--- src/rtl/mul_arbiter.sv ---
// Two-requester front end for one shared iterative multiplier.
// Round-robin grant in IDLE. The granted operands are held for the multiplier.
// The product (or 0 on timeout) is returned to whichever requester won the grant.
module mul_arbiter #(
  parameter int WIDTH   = 32,
  parameter int TIMEOUT = 40
) (
  input  logic                 clk,
  input  logic                 rst,
  input  logic                 req0_valid,
  output logic                 req0_ready,
  input  logic [WIDTH-1:0]     req0_a,
  input  logic [WIDTH-1:0]     req0_b,
  input  logic                 req1_valid,
  output logic                 req1_ready,
  input  logic [WIDTH-1:0]     req1_a,
  input  logic [WIDTH-1:0]     req1_b,
  output logic                 rsp0_valid,
  input  logic                 rsp0_ready,
  output logic [2*WIDTH-1:0]   rsp0_product,
  output logic                 rsp1_valid,
  input  logic                 rsp1_ready,
  output logic [2*WIDTH-1:0]   rsp1_product,
  output logic                 mul_start,
  output logic [WIDTH-1:0]     mul_a,
  output logic [WIDTH-1:0]     mul_b,
  input  logic                 mul_done,
  input  logic [2*WIDTH-1:0]   mul_product,
  output logic                 busy,
  output logic                 timeout_err
);

  localparam int CW = (TIMEOUT > 1) ? $clog2(TIMEOUT) : 1;

  typedef enum logic [1:0] {IDLE, ISSUE, WAIT, RESP} state_t;

  typedef struct packed {
    logic [WIDTH-1:0] a;
    logic [WIDTH-1:0] b;
    logic             id;
  } op_t;

  state_t             state, state_nxt;
  op_t                op;
  logic [2*WIDTH-1:0] prod;
  logic [CW-1:0]      cnt;
  logic               rr_ptr;     // id of the requester granted last
  logic               gnt0, gnt1;
  logic               last_cyc;
  logic               rsp_hs;

  // Grant: a lone valid requester wins; on contention the one not served last wins
  assign gnt0     = req0_valid & (~req1_valid | rr_ptr);
  assign gnt1     = req1_valid & (~req0_valid | ~rr_ptr);
  assign last_cyc = (cnt == CW'(TIMEOUT - 1));
  assign rsp_hs   = (state == RESP) & (op.id ? rsp1_ready : rsp0_ready);
  assign busy     = (state != IDLE);

  // State register
  always_ff @(posedge clk or posedge rst) begin
    if (rst) state <= IDLE;
    else     state <= state_nxt;
  end

  // Next-state and combinational outputs
  always_comb begin
    state_nxt    = state;
    req0_ready   = 1'b0;
    req1_ready   = 1'b0;
    rsp0_valid   = 1'b0;
    rsp1_valid   = 1'b0;
    rsp0_product = '0;
    rsp1_product = '0;
    mul_start    = 1'b0;
    mul_a        = '0;
    mul_b        = '0;
    case (state)
      IDLE: begin
        // Gated by rst so every output reads 0 while reset is held
        req0_ready = gnt0 & ~rst;
        req1_ready = gnt1 & ~rst;
        if (gnt0 | gnt1) state_nxt = ISSUE;
      end
      ISSUE: begin
        mul_start = 1'b1;
        mul_a     = op.a;
        mul_b     = op.b;
        state_nxt = WAIT;
      end
      WAIT: begin
        mul_a = op.a;
        mul_b = op.b;
        if (mul_done || last_cyc) state_nxt = RESP;
      end
      RESP: begin
        rsp0_valid   = ~op.id;
        rsp1_valid   = op.id;
        rsp0_product = op.id ? '0 : prod;
        rsp1_product = op.id ? prod : '0;
        if (rsp_hs) state_nxt = IDLE;
      end
      default: state_nxt = IDLE;
    endcase
  end

  // Operand and grant capture, wait counter, product and error latching, RR pointer
  always_ff @(posedge clk or posedge rst) begin
    if (rst) begin
      op          <= '0;
      prod        <= '0;
      cnt         <= '0;
      timeout_err <= 1'b0;
      rr_ptr      <= 1'b1;
    end else begin
      case (state)
        IDLE: begin
          cnt <= '0;
          if (gnt0 | gnt1) begin
            op.a  <= gnt1 ? req1_a : req0_a;
            op.b  <= gnt1 ? req1_b : req0_b;
            op.id <= gnt1;
          end
        end
        WAIT: begin
          // A done on the last allowed cycle still counts as a good result
          if (mul_done) begin
            prod <= mul_product;
            cnt  <= '0;
          end else if (last_cyc) begin
            prod        <= '0;
            timeout_err <= 1'b1;
            cnt         <= '0;
          end else begin
            cnt <= cnt + CW'(1);
          end
        end
        RESP: begin
          if (rsp_hs) rr_ptr <= op.id;
        end
        default: ;
      endcase
    end
  end

endmodule

--- config.mk ---
export PLATFORM = sky130hd
export DESIGN_NAME = mul_arbiter
export DESIGN_NICKNAME = d
export VERILOG_FILES = /design/src/rtl/mul_arbiter.sv
export SDC_FILE = /design/constraint.sdc
export NUM_CORES = 1
export LEC_CHECK = 0
export BUFFER_PORTS_ARGS = -buffer_cell sky130_fd_sc_hd__buf_2
export CORE_AREA = 3 3 155 157
export DETAILED_ROUTE_END_ITERATION = 6
export DIE_AREA = 0 0 158 160
export PLACE_DENSITY_LB_ADDON = 0.1
export SLEW_MARGIN = 20
export SYNTH_ARGS = -nofsm -noshare
export SYNTH_HDL_FRONTEND = slang
export SYNTH_SLANG_ARGS = --single-unit
--- constraint.sdc ---
create_clock -name clk -period 7.8 [get_ports clk]
set_clock_uncertainty 0.15 [all_clocks]
set_input_delay 1.56 -clock clk [delete_from_list [all_inputs] [get_ports clk]]
set_output_delay 1.56 -clock clk [all_outputs]
set_load 0.05 [all_outputs]
Word-level counts from Yosys, hierarchy flattened
Index checks and enable logic that the tools add are counted.

Equal/unequal tests: 7. Add/sub/neg operators: 1. Muxes and demuxes: 23. Reduce and logical (&&, ||, !) cells: 11. Bitwise logic cells: 14.

Operators by type and width (count): $mux W64 (6); $mux W32 (4); $mux W6 (2); $pmux W6 S2 (1); $pmux W2 S4 (1); $add A6 B1 Y6 const B (1); $eq A6 B6 Y1 const B (1); $mux W1 (6); $mux W2 (3); $ne A2 B2 Y1 const B (3); $not A1 Y1 (6); $reduce_and A2 Y1 (3); $reduce_and A3 Y1 (2); $reduce_bool A2 Y1 (3); $and A1 B1 Y1 (5); $eq A2 B2 Y1 const B (2); $or A1 B1 Y1 (3); $eq A2 B1 Y1 const B (1); $logic_not A2 Y1 (1); $reduce_or A2 Y1 (1); $logic_or A1 B1 Y1 (1).

Output and inout bits: 199. Bits in registers: 139. Input port bits: 199. Word-level logic and storage cells: 64.

Depth between registers and ports, before layout
Depth in word-level cells: 6. Mapped depth: 9. Gate-level depth less buffers: 6.

Worst setup path after synthesis
OpenSTA, ideal clock, no wires.

Kind: input -> output. Start: in rst. End: out req0_ready. Stages: 2. Arrival time: 5.290 ns. Buffers on the path: 0. Setup slack: 0.800 ns. Required time: 6.090 ns. Cell sequence: inv_1 > o2111a_1.

Word-level cells in the longest chain between the ends: 3.

RTL lines: start: declaration (line 9) `input logic rst,`; $not A1 Y1 (line 80) `req0_ready = gnt0 & ~rst;`; $and A1 B1 Y1 (line 80); $mux W1 (line 77) `case (state)`; end: declaration (line 11) `output logic req0_ready,`.

No other way between the ends.

Final worst setup path
Start: reg state[1]. End: out rsp0_product[56].

Word-level cells in the longest chain between the ends: 2.

RTL lines: start: declaration (line 43) `state_t state, state_nxt;`; start signal: assignment (line 62) `else state <= state_nxt;`; $eq A2 B2 Y1 (line 77); $mux W64 (line 77); end: declaration (line 20) `output logic [2*WIDTH-1:0] rsp0_product,`.

No other way between the ends.

==> results.txt <==
----------------------------------------------------
[Clocking]
  Root buffer cell ... clkbuf_16
  Number of hold-repair buffers added at the cts stage ... 0
  Skew-Pair Late Insertion Delay ... ~0.4 ns
  Inserted Clock Buffers ... 17
  CTS H-Tree Depth ... 4
  Resized cells post-CTS ... 0
  Clock sink total ... between 100 and 150
  Number of buffers inserted by post-CTS setup repair ... 0
  Clock-pin slew reported for the worst setup and hold paths after clock tree synthesis ... approximately 0.060 ns
  Buffer levels on the longest clock path ... 2
  Clock tree from TritonCTS ... built

[Worst setup path]
  Data arrival at the endpoint of the critical path ... roughly 3 ns
  Kind of start point of the critical path ... flip-flop
  Worst Reg2Reg Path Length in Cells ... 5
  Critical path's slowest cell ... ha_2
  Element type at the critical path end ... output pin
  Crit Reg-Reg Startpoint ... state[0]$_DFFE_PP0P_
  Largest stage delay, worst path ... between 0.8 and 0.9 ns
  Critical path required time ... 6.09 ns
  FF-to-FF End ... op[62]$_DFFE_PP0P_
  Critical path start-end classification ... flip-flop to output pin
  Max FO, Critical Path ... 69
  Ordered list of cells on the worst path ... ha_2, nor2b_4, buf_16, and2_1, buf_2
  FF-to-FF setup slack ... 5.39 ns

[Place]
  HPWL Detailed ... approximately 16 mm
  Number of placed instances, taps included ... about 1300
  Global placer's final weighted congestion ... between 0.7 and 0.8
  Count of buffers inserted at the top-level ports ... between 300 and 400

[Cells and area]
  Fin util ... 44.0%
  Net count, final ... 1274
  Fraction of final layout cells sized beyond drive strength 1 ... between 40 and 50%
  Footprint of the multi-input gates ... approximately 0.0034 mm^2
  Post-synthesis to final-layout area growth ... 38.7%
  Finished Layout Cells ... around 1400
  Count of fill cells added during filler insertion ... ~2300
  Sequential cell area in the final layout ... 0.00348 mm^2

[Synth]
  Most area-consuming cells after synthesis ... dfrtp_1 48%, and2_1 11%, mux2i_1 9.1%
  Top FF cell, synth ... dfrtp_1
  Post-Syn Area ... 0.00718 mm^2
  Synthesized netlist net count ... a little over 900
  Average cell area after synthesis ... 10.1 um^2
  Yosys cell types ... 36
  Post-synth top area share ... 48.1%
  Cell taking the most area after synthesis ... dfrtp_1
  Sequential cell area fraction in the yosys report ... just under 50%
  Number of enable flip-flop cells after synthesis ... 0
  Syn Inst Count ... between 700 and 800
  Number of warning messages in the yosys log ... 0
  Async set-or-reset flop fraction in the synthesized netlist ... 100%
  Synthesis-stage register bit count ... about 140

[Hold path]
  Hold path cells ... 1
  Worst hold path type ... flip-flop to flip-flop
  Min-delay src ... timeout_err$_DFFE_PP0P_
  Hold worst-path end ... timeout_err$_DFFE_PP0P_

[Pwr]
  Leakage power ... between 5 and 6 nW
  Clock share of power ... between 10% and 20%
  P_int ... about 2.4 mW
  Switching fraction of total power ... approximately 50%
  Net Sw Power ... around 2.5 mW
  Comb power frac ... a little over half
  Cell area power density ... approximately 480 mW/mm^2
  Seq pwr share ... ~27%
  Worst vdd ir ... roughly 0.25 mV

[Job]
  Max-cap viol count ... 0

[Floorplan]
  Chip height ... about 160 um
  Cell row count ... 55
  Area of the die ... about 0.025 mm^2
  Initial cell density of the core ... 31.7%
  Core Box Area ... around 0.023 mm^2
  Die width ... approximately 160 um
  Top-level port count ... between 300 and 400

[Drt]
  Iteration-0 DRC Markers ... 258
  Remaining antenna violation count ... 0
  Router iterations before antenna repair ... 4
  Number of vias in the routed layout ... between 6000 and 7000
  Avg WL per Cell ... ~17 um
  Number of DRC violations after detailed routing ... 0
  WL final ... 23.1 mm
  Post-DR vias/cell ... about 4.6

[Timing]
  Worst slew slack as a fraction of its limit ... 29.2%
  Actual transition at the worst max-transition pin ... about 1.1 ns
  Final hold slack ... roughly 0.32 ns
  Max-slew violation count ... 0
  Total count of hold-check failures in the final report ... 0
  Count of endpoints failing setup in the final report ... 0
  Minimum clock period ... 4.80 ns
  Portion of the clock cycle consumed by the worst path in the final layout ... between 60% and 70%
  Achievable clock frequency ... between 200 and 250 MHz
  Setup repair after global routing missed its margin ... no
  Total Neg Setup Slack ... 0 ns

[GRT]
  Number of global-route vias before repair ... about 6100
  Largest net degree at the start of global routing ... approximately 110
  Initial antenna violation count ... 5
  Final global-route overflow total ... 0
  Global-route wire length before repair ... approximately 35 mm
  Global Route Usage Sum ... around 17%

[Run status]
  Run status ... completed

----------------------------------------------------
-- synth_stat cells, types with 2 or more instances --
cell and n:
a21oi_1 2, a22o_1 65, and2_1 130, and3_1 66, buf_2 13, buf_4 5, buf_6 6, clkbuf_1 39
dfrtp_1 138, ha_1 5, inv_1 6, mux2i_1 65, nand2_1 70, nor2_1 5, nor2b_1 2, o21ai_0 35
o21ai_1 39
-- placed cells by master (no fill, tap or decap), types with 2 or more instances in the layout --
master and instances:
clkbuf_16 17, inv_6 2, a21oi_1 2, and2_1 129, clkinv_4 3, clkbuf_1 3, bufinv_16 5, o21ai_1 38
diode_2 2, dfrtp_1 137, and3_1 66, nand2_1 70, inv_1 5, buf_2 397, buf_4 6, a22o_1 65
o21ai_0 35, mux2i_1 65, ha_1 4, o21ai_4 2, nor2_1 5
-- final cells by class --
class | count | share of cell area, %
clock inverter | 10 | 1.91
multi-input combinational | 501 | 34.0
sequential | 139 | 34.9
tap | 285 | 3.58
inverter | 7 | 0.314
antenna | 2 | 0.0502
timing repair buffer | 404 | 20.7
clock buffer | 21 | 4.52
-- power groups by stage --
stage	combinational (mW)	sequential, mW	clock, mW
4_1_cts	2.66	1.31	0.910
5_1_grt	2.82	1.36	0.936
3_3_place_gp	2.66	1.31	0
6_report	2.63	1.31	0.881
2_1_floorplan	2.12	1.19	0
3_5_place_dp	2.65	1.31	0
-- routing by layer --
metal	up-vias	wire length, um	global-route usage (%)
met5	-	46	0
li1	3179	-	-
met1	2887	9860	21.9
met4	6	288	4.81
met3	24	2070	5.88
met2	260	10800	28.5
-- flip-flops by register name, summed over array words and instances, names as in the netlist --
signal	flops
cnt	6
prod	64
rr_ptr	1
state	2
timeout_err	1
op	65
-- critical path: cells and delay by family (launching register included) --
kind / cells / cell delay [ns]
DFF: 1 / 0.39
adders and majority gates: 1 / 0.89
buffers and inverters: 2 / 0.50
and+or+nand+nor: 2 / 0.87
-- worst max path at each step --
stage	to	cells past startpoint	slack (ns)	start
6_report	rsp0_product[56]	5	3.00	state[1]$_DFFE_PP0P_
5_1_grt	rsp0_product[46]	5	2.77	state[1]$_DFFE_PP0P_
4_1_cts	rsp0_product[7]	4	2.66	state[1]$_DFFE_PP0P_
3_5_place_dp	rsp0_product[7]	4	3.11	state[1]$_DFFE_PP0P_
3_3_place_gp	rsp0_product[42]	4	3.15	state[1]$_DFFE_PP0P_
2_1_floorplan	req0_ready	2	0.80	rst
-- per-stage QoR --
step	total power [mW]	setup WS, ns	area, um^2
3_3_place_gp	3.97	3.15	9290
4_1_cts	4.87	2.66	9930
3_5_place_dp	3.96	3.11	9290
6_report	4.81	3.00	9960
5_1_grt	5.11	2.77	9960
2_1_floorplan	3.32	0.800	7180
-- cell families after synthesis --
family / count (synthesis) / share of synthesized area (%)
and+or+nand+nor: 279 / 21.8
adders and majority gates: 5 / 0.871
DFF: 139 / 48.4
muxes: 66 / 9.27
buffers and inverters: 70 / 4.77
AOI/OAI and AO/OA: 151 / 14.9
(Power assumes the default switching activity.)
